[config.mk]
export PLATFORM = sky130hd
export DESIGN_NAME = uart_line_buffer
export DESIGN_NICKNAME = d
export VERILOG_FILES = /design/src/rtl/uart_pkg.sv /design/src/rtl/line_fifo_mem.sv /design/src/rtl/uart_line_buffer.sv
export SDC_FILE = /design/constraint.sdc
export NUM_CORES = 1
export LEC_CHECK = 0
export ABC_CLOCK_PERIOD_IN_PS = 5600
export CAP_MARGIN = 15
export CELL_PAD_IN_SITES_DETAIL_PLACEMENT = 0
export CELL_PAD_IN_SITES_GLOBAL_PLACEMENT = 1
export CORE_ASPECT_RATIO = 0.75
export CORE_MARGIN = 3
export CORE_UTILIZATION = 40
export CTS_CLUSTER_DIAMETER = 60
export CTS_CLUSTER_SIZE = 12
export DETAILED_ROUTE_END_ITERATION = 7
export HOLD_SLACK_MARGIN = 0.1
export MAX_ROUTING_LAYER = met4
export PLACE_DENSITY_LB_ADDON = 0.1
export SLEW_MARGIN = 20
export SYNTH_ARGS = -nofsm -noshare
export SYNTH_HDL_FRONTEND = slang
export SYNTH_SLANG_ARGS = --single-unit
export TNS_END_PERCENT = 10
[constraint.sdc]
create_clock -name clk -period 5.6 [get_ports clk]
set_input_delay 0.84 -clock clk [delete_from_list [all_inputs] [get_ports clk]]
set_output_delay 0.84 -clock clk [all_outputs]
set_load 0.02 [all_outputs]
[src/rtl/uart_pkg.sv]
// -----------------------------------------------------------------------------
// uart_pkg
// Shared definitions for the UART top level and its line buffer.
//   buf_mode_e     : operating mode of the line buffer (ECHO / LINE)
//   UART_TERM_CR   : carriage return, default line terminator
//   UART_PRESCALE  : baud prescale shared by uart_rx / uart_tx at top level
// -----------------------------------------------------------------------------
package uart_pkg;

    typedef enum logic [0:0] {
        MODE_ECHO = 1'b0,
        MODE_LINE = 1'b1
    } buf_mode_e;

    localparam logic [7:0]  UART_TERM_CR  = 8'h0D;
    localparam logic [15:0] UART_PRESCALE = 16'd35;

endpackage : uart_pkg

[src/rtl/line_fifo_mem.sv]
// -----------------------------------------------------------------------------
// line_fifo_mem
// Storage array for the line buffer: one synchronous write port and one
// asynchronous (combinational) read port. Contents are not reset.
// Ports:
//   clk      : clock
//   wr_en    : write strobe
//   wr_addr  : write address
//   wr_data  : write data
//   rd_addr  : read address
//   rd_data  : read data, combinational from rd_addr
// -----------------------------------------------------------------------------
module line_fifo_mem #(
    parameter int DATA_WIDTH = 8,
    parameter int DEPTH      = 16,
    parameter int ADDR_WIDTH = $clog2(DEPTH)
) (
    input  logic                  clk,
    input  logic                  wr_en,
    input  logic [ADDR_WIDTH-1:0] wr_addr,
    input  logic [DATA_WIDTH-1:0] wr_data,
    input  logic [ADDR_WIDTH-1:0] rd_addr,
    output logic [DATA_WIDTH-1:0] rd_data
);

    logic [DATA_WIDTH-1:0] mem_r [DEPTH];

    // Write port: store one entry per enabled clock edge.
    always_ff @(posedge clk) begin
        if (wr_en) begin
            mem_r[wr_addr] <= wr_data;
        end
    end

    assign rd_data = mem_r[rd_addr];

endmodule : line_fifo_mem

[src/rtl/uart_line_buffer.sv]
// -----------------------------------------------------------------------------
// uart_line_buffer
// AXI-stream buffer between uart_rx and uart_tx.
//   ECHO mode: plain FIFO, back-pressures the receiver when full.
//   LINE mode: bytes are held until TERM is written, then the whole line is
//              released. Input is always accepted; bytes arriving while full
//              are dropped and counted. A full buffer with nothing committed
//              releases its partial line so the link cannot deadlock.
// Ports:
//   clk, rst                 : clock, asynchronous active-low reset
//   s_axis_tdata/tvalid/tready : input stream from uart_rx
//   m_axis_tdata/tvalid/tready : output stream to uart_tx
//   line_mode_i              : requested mode (0 = ECHO, 1 = LINE)
//   mode_o                   : mode in effect
//   level_o                  : entries stored
//   drop_count_o             : bytes dropped in LINE mode, saturating at 255
// -----------------------------------------------------------------------------
module uart_line_buffer
    import uart_pkg::*;
#(
    parameter int         DATA_WIDTH = 8,
    parameter int         DEPTH      = 16,
    parameter logic [7:0] TERM       = UART_TERM_CR
) (
    input  logic                      clk,
    input  logic                      rst,
    input  logic [DATA_WIDTH-1:0]     s_axis_tdata,
    input  logic                      s_axis_tvalid,
    output logic                      s_axis_tready,
    output logic [DATA_WIDTH-1:0]     m_axis_tdata,
    output logic                      m_axis_tvalid,
    input  logic                      m_axis_tready,
    input  logic                      line_mode_i,
    output logic                      mode_o,
    output logic [$clog2(DEPTH):0]    level_o,
    output logic [7:0]                drop_count_o
);

    localparam int AW = $clog2(DEPTH);
    localparam int PW = AW + 1;

    localparam logic [0:0] ST_ECHO = 1'(MODE_ECHO);
    localparam logic [0:0] ST_LINE = 1'(MODE_LINE);

    localparam logic [DATA_WIDTH-1:0] TERM_W = DATA_WIDTH'(TERM);

    // Registered state
    logic [PW-1:0] wr_ptr_r;
    logic [PW-1:0] rd_ptr_r;
    logic [PW-1:0] cm_ptr_r;
    logic [0:0]    mode_r;
    logic [7:0]    drop_cnt_r;

    // Combinational control
    logic          full_s;
    logic          empty_s;
    logic          s_ready_s;
    logic          push_hs_s;
    logic          wr_en_s;
    logic          drop_s;
    logic          m_valid_s;
    logic          pop_s;
    logic          term_hit_s;
    logic [PW-1:0] wr_ptr_nxt_s;
    logic [PW-1:0] rd_ptr_nxt_s;
    logic [PW-1:0] cm_ptr_nxt_s;
    logic [0:0]    mode_nxt_s;
    logic [7:0]    drop_cnt_nxt_s;

    // Status flags and handshakes, all derived from registered pointers/state.
    always_comb begin
        full_s     = (wr_ptr_r[AW] != rd_ptr_r[AW]) &&
                     (wr_ptr_r[AW-1:0] == rd_ptr_r[AW-1:0]);
        empty_s    = (wr_ptr_r == rd_ptr_r);
        if (mode_r == ST_LINE) begin
            s_ready_s = 1'b1;
        end else begin
            s_ready_s = !full_s;
        end
        push_hs_s  = s_axis_tvalid && s_ready_s;
        // Only LINE mode can see a handshake while full; that byte is discarded.
        wr_en_s    = push_hs_s && !full_s;
        drop_s     = push_hs_s && full_s && (mode_r == ST_LINE);
        m_valid_s  = (rd_ptr_r != cm_ptr_r);
        pop_s      = m_valid_s && m_axis_tready;
        term_hit_s = (s_axis_tdata == TERM_W);
    end

    // Next pointer values.
    always_comb begin
        wr_ptr_nxt_s = wr_ptr_r + {{AW{1'b0}}, wr_en_s};
        rd_ptr_nxt_s = rd_ptr_r + {{AW{1'b0}}, pop_s};
        cm_ptr_nxt_s = cm_ptr_r;
        case (mode_r)
            ST_ECHO: begin
                // Every stored byte is immediately visible to the reader.
                cm_ptr_nxt_s = wr_ptr_nxt_s;
            end
            ST_LINE: begin
                if (wr_en_s && term_hit_s) begin
                    // Commit up to and including the terminator.
                    cm_ptr_nxt_s = wr_ptr_nxt_s;
                end else if (full_s && (cm_ptr_r == rd_ptr_r)) begin
                    // Full with nothing committed: release the partial line.
                    cm_ptr_nxt_s = wr_ptr_r;
                end else begin
                    cm_ptr_nxt_s = cm_ptr_r;
                end
            end
            default: begin
                cm_ptr_nxt_s = wr_ptr_nxt_s;
            end
        endcase
    end

    // Mode FSM: switch only when drained; the request is re-sampled every cycle.
    always_comb begin
        if (empty_s && (line_mode_i != mode_r[0])) begin
            mode_nxt_s = line_mode_i;
        end else begin
            mode_nxt_s = mode_r;
        end
    end

    // Saturating drop counter.
    always_comb begin
        if (drop_s && (drop_cnt_r != 8'hFF)) begin
            drop_cnt_nxt_s = drop_cnt_r + 8'd1;
        end else begin
            drop_cnt_nxt_s = drop_cnt_r;
        end
    end

    // State registers with asynchronous active-low reset.
    always_ff @(posedge clk or negedge rst) begin
        if (!rst) begin
            wr_ptr_r   <= {PW{1'b0}};
            rd_ptr_r   <= {PW{1'b0}};
            cm_ptr_r   <= {PW{1'b0}};
            mode_r     <= ST_ECHO;
            drop_cnt_r <= 8'd0;
        end else begin
            wr_ptr_r   <= wr_ptr_nxt_s;
            rd_ptr_r   <= rd_ptr_nxt_s;
            cm_ptr_r   <= cm_ptr_nxt_s;
            mode_r     <= mode_nxt_s;
            drop_cnt_r <= drop_cnt_nxt_s;
        end
    end

    line_fifo_mem #(
        .DATA_WIDTH (DATA_WIDTH),
        .DEPTH      (DEPTH),
        .ADDR_WIDTH (AW)
    ) u_mem (
        .clk     (clk),
        .wr_en   (wr_en_s),
        .wr_addr (wr_ptr_r[AW-1:0]),
        .wr_data (s_axis_tdata),
        .rd_addr (rd_ptr_r[AW-1:0]),
        .rd_data (m_axis_tdata)
    );

    assign s_axis_tready = s_ready_s;
    assign m_axis_tvalid = m_valid_s;
    assign mode_o        = mode_r[0];
    assign level_o       = wr_ptr_r - rd_ptr_r;
    assign drop_count_o  = drop_cnt_r;

endmodule : uart_line_buffer

# [After elaboration in Yosys (flattened, before gate mapping)]
# Memories as Yosys holds them, arrays and structs flattened.
# Cells that the tools add are included.
[totals] ff_bits=24 ramBits=128 out_inout_bits=24 mem_count=1
[memory_table] name="u_mem.mem_r" depth=16 width=8 rd=1 rd_ports_with_merged_regs=0 write_ports=1 line="line_fifo_mem.sv:26" text="logic [DATA_WIDTH-1:0] mem_r [DEPTH];"
[classes] add_sub_neg=4 eq_ne=9 mux=6 n_bitwise=1 reduce_logical=11
[ops] op="$add A5 B1 Y5" n=2
[ops] op="$eq A5 B5 Y1" n=2
[ops] op="$logic_and A1 B1 Y1" n=10
[ops] op="$mux W5" n=2
[ops] op="$pmux W5 S2" n=1
[ops] op="$add A8 B1 Y8 const B" n=1
[ops] op="$eq A8 B4 Y1 const B" n=1
[ops] op="$ne A8 B8 Y1 const B" n=1
[ops] op="$ne A5 B5 Y1" n=1
[ops] op="$sub A5 B5 Y5" n=1
[ops] op="$eq A4 B4 Y1" n=1
[ops] op="$mux W1" n=3
[ops] op="$ne A3 B1 Y1 const B" n=1
[ops] op="$ne A1 B1 Y1" n=2
[ops] op="$logic_not A1 Y1" n=1
[ops] op="$not A1 Y1" n=1

# [Logic depth before layout (Yosys ltp)]
# Gate-level depths: netlist of run 1.
[logic_depth] depth_word=9 ltp_mapped=12

# [By module]
# Synthesis of run 1 repeated with hierarchy kept, for this count alone.
[unflattened] hier_cells=337 hier_area_um2=6321.1
[modules_own_cells] mod="line_fifo_mem" instances=1 cells_each=221 area_each_um2=4987.3
[modules_own_cells] mod="uart_line_buffer" instances=1 cells_each=116 area_each_um2=1333.8

# [Worst setup path after synthesis of run 1]
# Ideal clock, no wire load.
[synth_timing] kind="reg2reg" start="register rd_ptr_r[1]" end="register cm_ptr_r[2]" setup_time_ps=132 arrival_ps=2722 t_required_ps=5468 slack_ps=2746 stages_incl_launch_ff=13 synth_period_minus_slack_ps=2854 path_cell_list="dfrtp_1 -> buf_2 -> buf_1 -> inv_1 -> ha_1 -> nand4_1 -> o21ai_2 -> inv_1 -> ha_1 -> ha_1 -> nor2b_1 -> o21ai_0 -> or3b_1"
[synth_via] elab_chain_len=9 word_cells_on_any_way=13 classes_between="add/sub (1); eq/ne (3); mux (3); reduce/logical (6)"
[synth_rtl] item="start: declaration" line="uart_line_buffer.sv:49" text="logic [PW-1:0] rd_ptr_r;"
[synth_rtl] item="start signal: assignment" line="uart_line_buffer.sv:138" text="rd_ptr_r <= {PW{1'b0}};"
[synth_rtl] item="start signal: assignment" line="uart_line_buffer.sv:144" text="rd_ptr_r <= rd_ptr_nxt_s;"
[synth_rtl] item="$eq A4 B4 Y1" line="uart_line_buffer.sv:73" text="(wr_ptr_r[AW-1:0] == rd_ptr_r[AW-1:0]);"
[synth_rtl] item="$logic_and A1 B1 Y1" line="uart_line_buffer.sv:72" text="full_s = (wr_ptr_r[AW] != rd_ptr_r[AW]) &&"
[synth_rtl] item="$logic_not A1 Y1" line="uart_line_buffer.sv:78, uart_line_buffer.sv:82"
[synth_rtl] item="$mux W1" line="uart_line_buffer.sv:75" text="if (mode_r == ST_LINE) begin"
[synth_rtl] item="$logic_and A1 B1 Y1" line="uart_line_buffer.sv:80" text="push_hs_s = s_axis_tvalid && s_ready_s;"
[synth_rtl] item="$logic_and A1 B1 Y1" line="uart_line_buffer.sv:82" text="wr_en_s = push_hs_s && !full_s;"
[synth_rtl] item="$add A5 B1 Y5 or $logic_and A1 B1 Y1 (tied branches)" line="uart_line_buffer.sv:91, uart_line_buffer.sv:100"
[synth_rtl] item="$mux W5" line="uart_line_buffer.sv:100" text="if (wr_en_s && term_hit_s) begin"
[synth_rtl] item="$pmux W5 S2" line="uart_line_buffer.sv:94" text="case (mode_r)"
[synth_rtl] item="end signal: assignment" line="uart_line_buffer.sv:139" text="cm_ptr_r <= {PW{1'b0}};"
[synth_rtl] item="end signal: assignment" line="uart_line_buffer.sv:145" text="cm_ptr_r <= cm_ptr_nxt_s;"
[synth_rtl] item="end: declaration" line="uart_line_buffer.sv:50" text="logic [PW-1:0] cm_ptr_r;"
# Parallel ways exist; a longest one is shown, timed or not.
# A chain may end at the register's enable or synchronous reset.

# [Worst setup path in the final report of run 1]
[layout_timing] start="register rd_ptr_r[0]" end="output m_axis_tdata[7]"
[layout_via] elab_chain_len=1
[layout_rtl] item="$mem_v2 Z16 W8"
[layout_rtl] item="end: declaration" line="uart_line_buffer.sv:30" text="output logic [DATA_WIDTH-1:0] m_axis_tdata,"
# Every way passes these cells.

==> metrics.txt, run 1 <==
# TYPE chip_impl_metric gauge
chip_impl_info{name="outcome",value="completed"} 1
chip_impl_metric{name="share_seq_of_total_power",unit=""} 0.380
chip_impl_metric{name="vias_in_the_first_global_route",unit=""} 3138
chip_impl_info{name="criticalPathCategory",value="register to output port"} 1
chip_impl_metric{name="track_usage",unit=""} 0.1714
chip_impl_metric{name="synthXorXnorAreaFrac",unit=""} 0.03075
chip_impl_metric{name="dp_slack",unit="ns"} 1.906
chip_impl_metric{name="h-tree-depth",unit=""} 4
chip_impl_metric{name="final_setup_violation_count",unit=""} 0
chip_impl_metric{name="rows",unit=""} 38
chip_impl_metric{name="die_h",unit="um"} 114.0
chip_impl_metric{name="power-per-cell-area",unit="nW/um2"} 557.7
chip_impl_metric{name="drv_cap",unit=""} 0
chip_impl_metric{name="detailedRoute.firstIterationViolations",unit=""} 313
chip_impl_metric{name="syn-mean-instance-area",unit="um2"} 19.40
chip_impl_metric{name="routedWlPerCell",unit="um"} 22.88
chip_impl_metric{name="gr-total-overflow",unit=""} 0
chip_impl_metric{name="count_of_unresolved_drc_violations_after_routing",unit=""} 0
chip_impl_metric{name="sw_frac_of_total",unit=""} 0.3330
chip_impl_metric{name="drt_first_pass_iters",unit=""} 4
chip_impl_metric{name="post_synth_num_cell_types",unit=""} 37
chip_impl_metric{name="port-buffer-count",unit=""} 36
chip_impl_metric{name="drt-met1-wl",unit="um"} 6495
chip_impl_metric{name="number_of_buffers_created_by_cts",unit=""} 17
chip_impl_metric{name="internal-power",unit="uW"} 2755
chip_impl_metric{name="detailroute.via_count",unit=""} 3087
chip_impl_metric{name="boundaryPins",unit=""} 37
chip_impl_metric{name="wl",unit="um"} 13300
chip_impl_metric{name="core_region_area",unit="um2"} 14830
chip_impl_info{name="cts_tree",value="yes"} 1
chip_impl_metric{name="route.met2.wl",unit="um"} 6052
chip_impl_metric{name="sequential_to_total_area_share_from_yosys_stat",unit=""} 0.7138
chip_impl_metric{name="p_clk_frac",unit=""} 0.266
chip_impl_metric{name="synth-compound-area-share",unit=""} 0.01306
chip_impl_metric{name="final_core_utilization",unit=""} 0.4992
chip_impl_metric{name="critPathRequiredTime",unit="ns"} 4.76
chip_impl_metric{name="grt_first_pass_wirelength",unit="um"} 20030
chip_impl_metric{name="finalClockSkew",unit="ns"} 0.01188
chip_impl_metric{name="grt_max_degree",unit=""} 38
chip_impl_metric{name="power.static_leakage",unit="uW"} 0.002522
chip_impl_metric{name="cts.repair_timing.setup_buffer_count",unit=""} 0
chip_impl_info{name="top_signal_layer_used",value="met4"} 1
chip_impl_metric{name="synthAdderAreaFrac",unit=""} 0.02130
chip_impl_metric{name="setup_slack",unit="ns"} 1.534
chip_impl_metric{name="final-instance-count-excl-fill",unit=""} 581
chip_impl_metric{name="timing.max_slew.rel_slack",unit=""} 0.2529
chip_impl_metric{name="max_freq",unit="MHz"} 245.9
chip_impl_metric{name="num_antenna_cells",unit=""} 0
chip_impl_metric{name="synth.mux.area_fraction",unit=""} 0.1588
chip_impl_metric{name="r2r_setup_slack",unit="ns"} 2.34
chip_impl_metric{name="synth_nets",unit=""} 344
chip_impl_info{name="clock_tree.root_cell",value="sky130_fd_sc_hd__clkbuf_16"} 1
chip_impl_metric{name="slew_viol_final",unit=""} 0
chip_impl_metric{name="postPlaceCellArea",unit="um2"} 6829
chip_impl_metric{name="number_of_hold_repair_buffers_added_at_the_cts_stage",unit=""} 0
chip_impl_metric{name="synth.yosys.warnings",unit=""} 0
chip_impl_metric{name="design_area",unit="um2"} 7405
chip_impl_info{name="worst_hold_path_type",value="register to register"} 1
chip_impl_metric{name="floorplan.die_area",unit="um2"} 17110
chip_impl_info{name="rsz0062_at_grt",value="no"} 1
chip_impl_metric{name="wl_met3",unit="um"} 675
chip_impl_metric{name="place.detailed.instances",unit=""} 549
chip_impl_info{name="layout_common_cells",value="sky130_fd_sc_hd__edfxtp_1 (128), sky130_fd_sc_hd__mux4_2 (40), sky130_fd_sc_hd__clkdlybuf4s50_1 (36)"} 1
chip_impl_metric{name="tightest_slew",unit="ns"} 1.115
chip_impl_metric{name="mappedNetlistArea",unit="um2"} 6226
chip_impl_metric{name="postRouteAntennaNets",unit=""} 0
chip_impl_metric{name="p_sw",unit="uW"} 1375
chip_impl_metric{name="place_hpwl",unit="um"} 8364
chip_impl_metric{name="antenna_found_initial",unit=""} 0
chip_impl_metric{name="arrival",unit="ns"} 3.23
chip_impl_metric{name="finalWeightedCongestion",unit=""} 0.7555
chip_impl_metric{name="detail_route.vias_per_cell",unit=""} 5.313
chip_impl_metric{name="clock_latency",unit="ns"} 0.41
chip_impl_metric{name="final_hold_viol_count",unit=""} 0
chip_impl_metric{name="peakVddDrop",unit="mV"} 0.2285
chip_impl_metric{name="die-width",unit="um"} 150.1
chip_impl_metric{name="power.share.combinational",unit=""} 0.354
chip_impl_metric{name="drive_above_1_share",unit=""} 0.2467
chip_impl_info{name="critical_path.startpoint_type",value="register"} 1
chip_impl_metric{name="flow.area_growth_from_synthesis",unit="%"} 18.93
chip_impl_metric{name="timing.final.crit_share",unit=""} 0.7262
chip_impl_info{name="synth_top_family_by_area",value="multiplexers"} 1
chip_impl_metric{name="start_util",unit=""} 0.4197
chip_impl_metric{name="fin_setup_tns",unit="ns"} 0
chip_impl_metric{name="fin_nets",unit=""} 391
chip_impl_info{name="worst_setup_path_end_kind",value="output port"} 1
chip_impl_metric{name="synthesized_netlist_cell_count",unit=""} 321
chip_impl_metric{name="ys_ff_latch",unit=""} 152
chip_impl_metric{name="clock_path_buffers",unit=""} 2
chip_impl_metric{name="clock_sink_count",unit=""} 152
chip_impl_metric{name="clkTransAtPathRegs",unit="ns"} 0.06
chip_impl_metric{name="period_needed",unit="ns"} 4.066
chip_impl_metric{name="critical_path.max_fanout",unit=""} 23
chip_impl_metric{name="cts_repair_resize_count",unit=""} 0
chip_impl_metric{name="synth_simple_gate_area_share",unit=""} 0.04562
chip_impl_info{name="layout.cells.most_common",value="sky130_fd_sc_hd__edfxtp_1"} 1
## state kept, by name, summed over array words and instances (netlist names)
register      cells
wr_ptr_r          5
cm_ptr_r          5
u_mem.mem_r     128
mode_o            1
drop_count_o      8
rd_ptr_r          5
## final timing paths
kind | start | to | depth (start not counted)
max in group asynchronous | rst | rd_ptr_r[0] | 2
min in group asynchronous | rst | drop_count_o[2] | 2
worst max-delay path | rd_ptr_r[0] | m_axis_tdata[7] | 4
worst max register to register | rd_ptr_r[2] | u_mem.mem_r[6][3] | 7
worst min-delay path | drop_count_o[7] | drop_count_o[7] | 1
worst min register to register | drop_count_o[7] | drop_count_o[7] | 1
## metal layers
layer,vias up,global-route usage
met2,88,0.2361
met5,-,-
met3,5,0.04210
met4,0,0.03839
li1,1375,-
met1,1619,0.2602
## stage by stage
stage                     total power, uW  hold slack (ns)
after floorplan                      2518           0.5199
after global placement               3073           0.4844
after detailed placement             3078           0.4953
after CTS                            4184           0.5046
after global routing                 4347           0.5355
final                                4130           0.5046
## synth_stat cells
master                     number  share of area
sky130_fd_sc_hd__and2_1         1         0.0010
sky130_fd_sc_hd__nor3b_1        1         0.0012
sky130_fd_sc_hd__o21ai_0        3         0.0024
sky130_fd_sc_hd__mux4_2        40           0.14
sky130_fd_sc_hd__or3b_1         1         0.0014
sky130_fd_sc_hd__mux2i_1        2         0.0032
sky130_fd_sc_hd__ha_1           9          0.018
sky130_fd_sc_hd__nor2_1        15         0.0090
sky130_fd_sc_hd__nand4_1        5         0.0050
sky130_fd_sc_hd__nand2b_1       1         0.0010
sky130_fd_sc_hd__fa_1           1         0.0032
sky130_fd_sc_hd__xnor2_1       13          0.018
sky130_fd_sc_hd__xnor2_2        1         0.0026
sky130_fd_sc_hd__dfrtp_1       24          0.096
sky130_fd_sc_hd__nor3_1         6         0.0048
sky130_fd_sc_hd__buf_1          2         0.0012
sky130_fd_sc_hd__a21o_1         2         0.0024
sky130_fd_sc_hd__clkbuf_1       4         0.0024
sky130_fd_sc_hd__a21oi_1        2         0.0016
sky130_fd_sc_hd__or2_2          1         0.0010
sky130_fd_sc_hd__nand3_1       10         0.0080
sky130_fd_sc_hd__and3_1         2         0.0020
sky130_fd_sc_hd__buf_2          5         0.0040
sky130_fd_sc_hd__o2111a_1       1         0.0018
sky130_fd_sc_hd__edfxtp_1     128           0.62
sky130_fd_sc_hd__or4_4          1         0.0018
sky130_fd_sc_hd__o21ai_2        1         0.0014
sky130_fd_sc_hd__xor2_1         7         0.0098
sky130_fd_sc_hd__nand4b_1       1         0.0014
sky130_fd_sc_hd__nand2_1        8         0.0048
sky130_fd_sc_hd__mux2_2         6          0.011
sky130_fd_sc_hd__inv_2          1        0.00060
sky130_fd_sc_hd__or3_1          1         0.0010
sky130_fd_sc_hd__nor2b_1        2         0.0020
sky130_fd_sc_hd__buf_6          1         0.0018
sky130_fd_sc_hd__o31ai_4        1         0.0034
sky130_fd_sc_hd__inv_1         11         0.0066
## kinds of logic after synthesis
| kind of cell | after synthesis |
|---|---|
| buffers and inverters | 24 |
| muxes | 48 |
| DFF | 152 |
| xor gates and xnor gates | 21 |
| and+or+nand+nor | 56 |
| adders and majority gates | 10 |
| AOI/OAI and AO/OA | 10 |
## worst max-delay path, cell delays in order, from the launching register on
cell and delay [ns]:
sky130_fd_sc_hd__dfrtp_2 0.89, sky130_fd_sc_hd__buf_4 0.33, sky130_fd_sc_hd__mux4_2 0.51, sky130_fd_sc_hd__mux4_2 0.51, sky130_fd_sc_hd__clkdlybuf4s50_1 0.57
## power by group through the flow
stage | Combinational, uW | Clock (uW) | Sequential (uW)
global placement | 1480 | 0 | 1600
detailed placement | 1480 | 0 | 1600
floorplan | 1030 | 0 | 1490
global route | 1580 | 1180 | 1590
finish | 1460 | 1100 | 1570
CTS | 1490 | 1120 | 1570
## cell type report
class | count | area (um2)
tap | 200 | 250.2
fill | 1231 | 7430
inverter | 12 | 45.04
clock buffer | 17 | 425.4
timing repair buffer | 40 | 390.4
clock inverter | 15 | 142.6
multi-input combinational | 145 | 1705
sequential | 152 | 4446
Power figures use the tool's default switching activity.
==> run 2, diff against run 1 <==
--- a/config.mk
+++ b/config.mk
@@ -5,7 +5,7 @@
 export SDC_FILE = /design/constraint.sdc
 export NUM_CORES = 1
 export LEC_CHECK = 0
-export ABC_CLOCK_PERIOD_IN_PS = 5600
+export ABC_CLOCK_PERIOD_IN_PS = 4000
 export CAP_MARGIN = 15
 export CELL_PAD_IN_SITES_DETAIL_PLACEMENT = 0
 export CELL_PAD_IN_SITES_GLOBAL_PLACEMENT = 1
==> constraint.sdc (replaced) <==
create_clock -name clk -period 4 [get_ports clk]
set_input_delay 0.6 -clock clk [delete_from_list [all_inputs] [get_ports clk]]
set_output_delay 0.6 -clock clk [all_outputs]
set_load 0.02 [all_outputs]
==> run 2 against run 1 <==
Net effect:
- power is 45% higher
- core utilization is 0.90 points higher
- flip-flop and latch count stayed put
- non-clock buffer count is 12 higher
- first-iteration DRC count is 8.0% higher
- design area is 1.8% higher
- cell count is 2.1% higher
- combinational power is 48% higher
- critical endpoint is now m_axis_tdata[6]
- largest cell class unchanged
==> metrics.txt, run 2 (synthesis gave the netlist of run 1 again) <==
# TYPE chip_impl_metric gauge
chip_impl_metric{name="cts.repair_timing.setup_buffer_count",unit=""} 0
chip_impl_info{name="worstSetupEndpoint",value="m_axis_tdata[6]"} 1
chip_impl_metric{name="tightest_slew",unit="ns"} 0.8416
chip_impl_metric{name="final-seq-area",unit="um2"} 4446
chip_impl_metric{name="critPathRequiredTime",unit="ns"} 3.40
chip_impl_info{name="critical_path.most_common_cell",value="sky130_fd_sc_hd__mux4_2"} 1
chip_impl_info{name="clock_tree.root_cell",value="sky130_fd_sc_hd__clkbuf_16"} 1
chip_impl_metric{name="timing.max_slew.rel_slack",unit=""} 0.4369
chip_impl_metric{name="share_seq_of_total_power",unit=""} 0.360
chip_impl_metric{name="clkTransAtPathRegs",unit="ns"} 0.07
chip_impl_metric{name="detailroute.via_count",unit=""} 3046
chip_impl_metric{name="floorplan.die_area",unit="um2"} 17110
chip_impl_metric{name="postRouteAntennaNets",unit=""} 0
chip_impl_info{name="cts_tree",value="yes"} 1
chip_impl_metric{name="routedWlPerCell",unit="um"} 22.38
chip_impl_metric{name="rows",unit=""} 38
chip_impl_metric{name="period_needed",unit="ns"} 3.519
chip_impl_metric{name="port-buffer-count",unit=""} 36
chip_impl_metric{name="drv_cap",unit=""} 0
chip_impl_info{name="worst_hold_path_type",value="register to register"} 1
chip_impl_metric{name="total_area_of_multi_input_combinational_cells",unit="um2"} 1678
chip_impl_metric{name="antenna_found_initial",unit=""} 0
chip_impl_metric{name="die_h",unit="um"} 114.0
chip_impl_metric{name="final_core_utilization",unit=""} 0.5082
chip_impl_metric{name="arrival",unit="ns"} 2.92
chip_impl_metric{name="cp.depth",unit=""} 4
chip_impl_metric{name="reg2reg_depth",unit=""} 10
chip_impl_metric{name="core_region_area",unit="um2"} 14830
chip_impl_metric{name="clock_sink_count",unit=""} 152
chip_impl_metric{name="internal-power",unit="uW"} 4025
chip_impl_info{name="outcome",value="completed"} 1
chip_impl_metric{name="clock_path_buffers",unit=""} 2
chip_impl_info{name="critPathTopFamily",value="multiplexers"} 1
chip_impl_metric{name="p_clk_frac",unit=""} 0.279
chip_impl_info{name="layout_common_cells",value="sky130_fd_sc_hd__edfxtp_1 (128), sky130_fd_sc_hd__mux4_2 (40), sky130_fd_sc_hd__clkdlybuf4s50_1 (36)"} 1
chip_impl_metric{name="finalWeightedCongestion",unit=""} 0.7371
chip_impl_metric{name="die-width",unit="um"} 150.1
chip_impl_metric{name="timing.final.crit_share",unit=""} 0.8799
chip_impl_info{name="worst_setup_path_end_kind",value="output port"} 1
chip_impl_metric{name="drive_above_1_share",unit=""} 0.2570
chip_impl_metric{name="r2r_setup_slack",unit="ns"} 0.89
chip_impl_metric{name="filler_cell_count",unit=""} 1230
chip_impl_metric{name="count_of_unresolved_drc_violations_after_routing",unit=""} 0
chip_impl_metric{name="clock_latency",unit="ns"} 0.42
chip_impl_metric{name="track_usage",unit=""} 0.1755
chip_impl_metric{name="gr-total-overflow",unit=""} 0
chip_impl_metric{name="boundaryPins",unit=""} 37
chip_impl_metric{name="drt_first_pass_iters",unit=""} 4
chip_impl_metric{name="final_hold_viol_count",unit=""} 0
chip_impl_metric{name="start_util",unit=""} 0.4197
chip_impl_metric{name="sw_frac_of_total",unit=""} 0.3276
chip_impl_metric{name="flow.area_growth_from_synthesis",unit="%"} 21.08
chip_impl_metric{name="p_sw",unit="uW"} 1961
chip_impl_metric{name="critical_path_buf_inv_count",unit=""} 2
chip_impl_metric{name="grt_first_pass_wirelength",unit="um"} 20590
chip_impl_metric{name="peakVddDrop",unit="mV"} 0.4039
chip_impl_metric{name="detail_route.vias_per_cell",unit=""} 5.137
chip_impl_metric{name="final_setup_violation_count",unit=""} 0
chip_impl_metric{name="largest_reg_flops",unit=""} 128
chip_impl_info{name="worstPathCellList",value="buf_4 > mux4_2 > mux4_2 > clkdlybuf4s50_1"} 1
chip_impl_metric{name="h-tree-depth",unit=""} 4
chip_impl_info{name="reg2reg_to",value="cm_ptr_r[2]"} 1
chip_impl_metric{name="number_of_hold_repair_buffers_added_at_the_cts_stage",unit=""} 0
chip_impl_metric{name="power-per-cell-area",unit="nW/um2"} 794.1
chip_impl_metric{name="grt_max_degree",unit=""} 33
chip_impl_info{name="worstSetupStartpoint",value="rd_ptr_r[0]"} 1
chip_impl_metric{name="vias_in_the_first_global_route",unit=""} 3175
chip_impl_info{name="criticalPathCategory",value="register to output port"} 1
chip_impl_metric{name="slew_viol_final",unit=""} 0
chip_impl_metric{name="cpPeakStageDelay",unit="ns"} 0.57
chip_impl_info{name="rsz0062_at_grt",value="no"} 1
chip_impl_info{name="critical_path.startpoint_type",value="register"} 1
chip_impl_info{name="crit_path_top_delay_cell",value="sky130_fd_sc_hd__clkdlybuf4s50_1"} 1
chip_impl_info{name="layout.cells.most_common",value="sky130_fd_sc_hd__edfxtp_1"} 1
chip_impl_metric{name="power.static_leakage",unit="uW"} 0.002611
chip_impl_info{name="largest_register",value="u_mem.mem_r"} 1
chip_impl_metric{name="fin_nets",unit=""} 403
chip_impl_metric{name="place_hpwl",unit="um"} 8822
chip_impl_metric{name="cts_repair_resize_count",unit=""} 0
chip_impl_metric{name="finalClockSkew",unit="ns"} 0.009957
chip_impl_metric{name="fin_setup_tns",unit="ns"} 0
chip_impl_metric{name="wl",unit="um"} 13270
chip_impl_metric{name="num_antenna_cells",unit=""} 0
chip_impl_metric{name="power.share.combinational",unit=""} 0.361
chip_impl_metric{name="critical_path.max_fanout",unit=""} 12
chip_impl_metric{name="number_of_buffers_created_by_cts",unit=""} 17
chip_impl_metric{name="max_freq",unit="MHz"} 284.1
chip_impl_info{name="r2r-start",value="rd_ptr_r[2]"} 1
chip_impl_metric{name="detailedRoute.firstIterationViolations",unit=""} 338
==> run 2: cell types whose count changed in the layout (fill, tap and decap cells not counted) <==
| cell | previous run | this run |
|---|---|---|
| sky130_fd_sc_hd__buf_4 | 4 | 14 |
| sky130_fd_sc_hd__clkinv_2 | 1 | 2 |
| sky130_fd_sc_hd__nor2_2 | 3 | 0 |
| sky130_fd_sc_hd__buf_12 | 0 | 2 |
| sky130_fd_sc_hd__clkinv_1 | 2 | 0 |
| sky130_fd_sc_hd__nor3_2 | 4 | 0 |
| sky130_fd_sc_hd__inv_8 | 2 | 1 |
| sky130_fd_sc_hd__nor3_1 | 2 | 6 |
| sky130_fd_sc_hd__nor2_1 | 12 | 15 |
| sky130_fd_sc_hd__bufinv_16 | 1 | 3 |
==> run 2: routing by layer <==
metal	GRT usage	share of wire	wire length, um
met1	0.2793	0.50	6673
met2	0.2244	0.43	5737
met3	0.03455	0.060	798
met4	0.05850	0.0045	60
met5	-	0	0
==> run 2: power by group through the flow <==
stage                     Combinational, uW  Sequential, uW  Clock (uW)
after CTS                              2200            2160        1700
after global routing                   2330            2190        1770
final                                  2160            2150        1670
after floorplan                        1450            2080           0
after detailed placement               2190            2190           0
after global placement                 2190            2190           0
==> run 2: cell type report <==
type                    count  area share
repair buffers             52     0.06705
clock buffers              17     0.05643
well taps                 200     0.03320
multi-input cells         145      0.2226
flip-flops and latches    152      0.5897
inverters                  12    0.005975
clock inverters            15     0.02506
==> run 2: through the flow <==
stage / setup WS (ns) / hold WS (ns) / std cells / area [um2] / power [uW]
after detailed placement: 0.8490 / 0.4902 / 561 / 6924 / 4389
after floorplan: 1.146 / 0.3044 / 321 / 6226 / 3525
after global placement: 0.7937 / 0.4891 / 561 / 6924 / 4387
final: 0.4806 / 0.4956 / 593 / 7538 / 5986
after CTS: 0.3908 / 0.4996 / 593 / 7538 / 6060
after global routing: 0.3194 / 0.5268 / 593 / 7538 / 6290
==> run 2: worst min-delay path by stage <==
stage / from / end / slack, ns / cells past startpoint
detailed placement: drop_count_o[5] / drop_count_o[5] / 0.49 / 1
global route: drop_count_o[5] / drop_count_o[5] / 0.53 / 1
floorplan: rst / cm_ptr_r[0] / 0.30 / 0
finish: drop_count_o[5] / drop_count_o[5] / 0.50 / 1
CTS: drop_count_o[5] / drop_count_o[5] / 0.50 / 1
global placement: drop_count_o[7] / drop_count_o[7] / 0.49 / 1
==> run 2: worst reg2reg max path: cells and delay by family (launching register included) <==
kind	cells	cell delay [ns]
AND/OR/NAND/NOR	3	0.71
flip-flops	1	0.75
AO/OA/AOI/OAI	2	0.46
adder cells (fa/ha/maj)	3	0.81
buffers and inverters	2	0.27
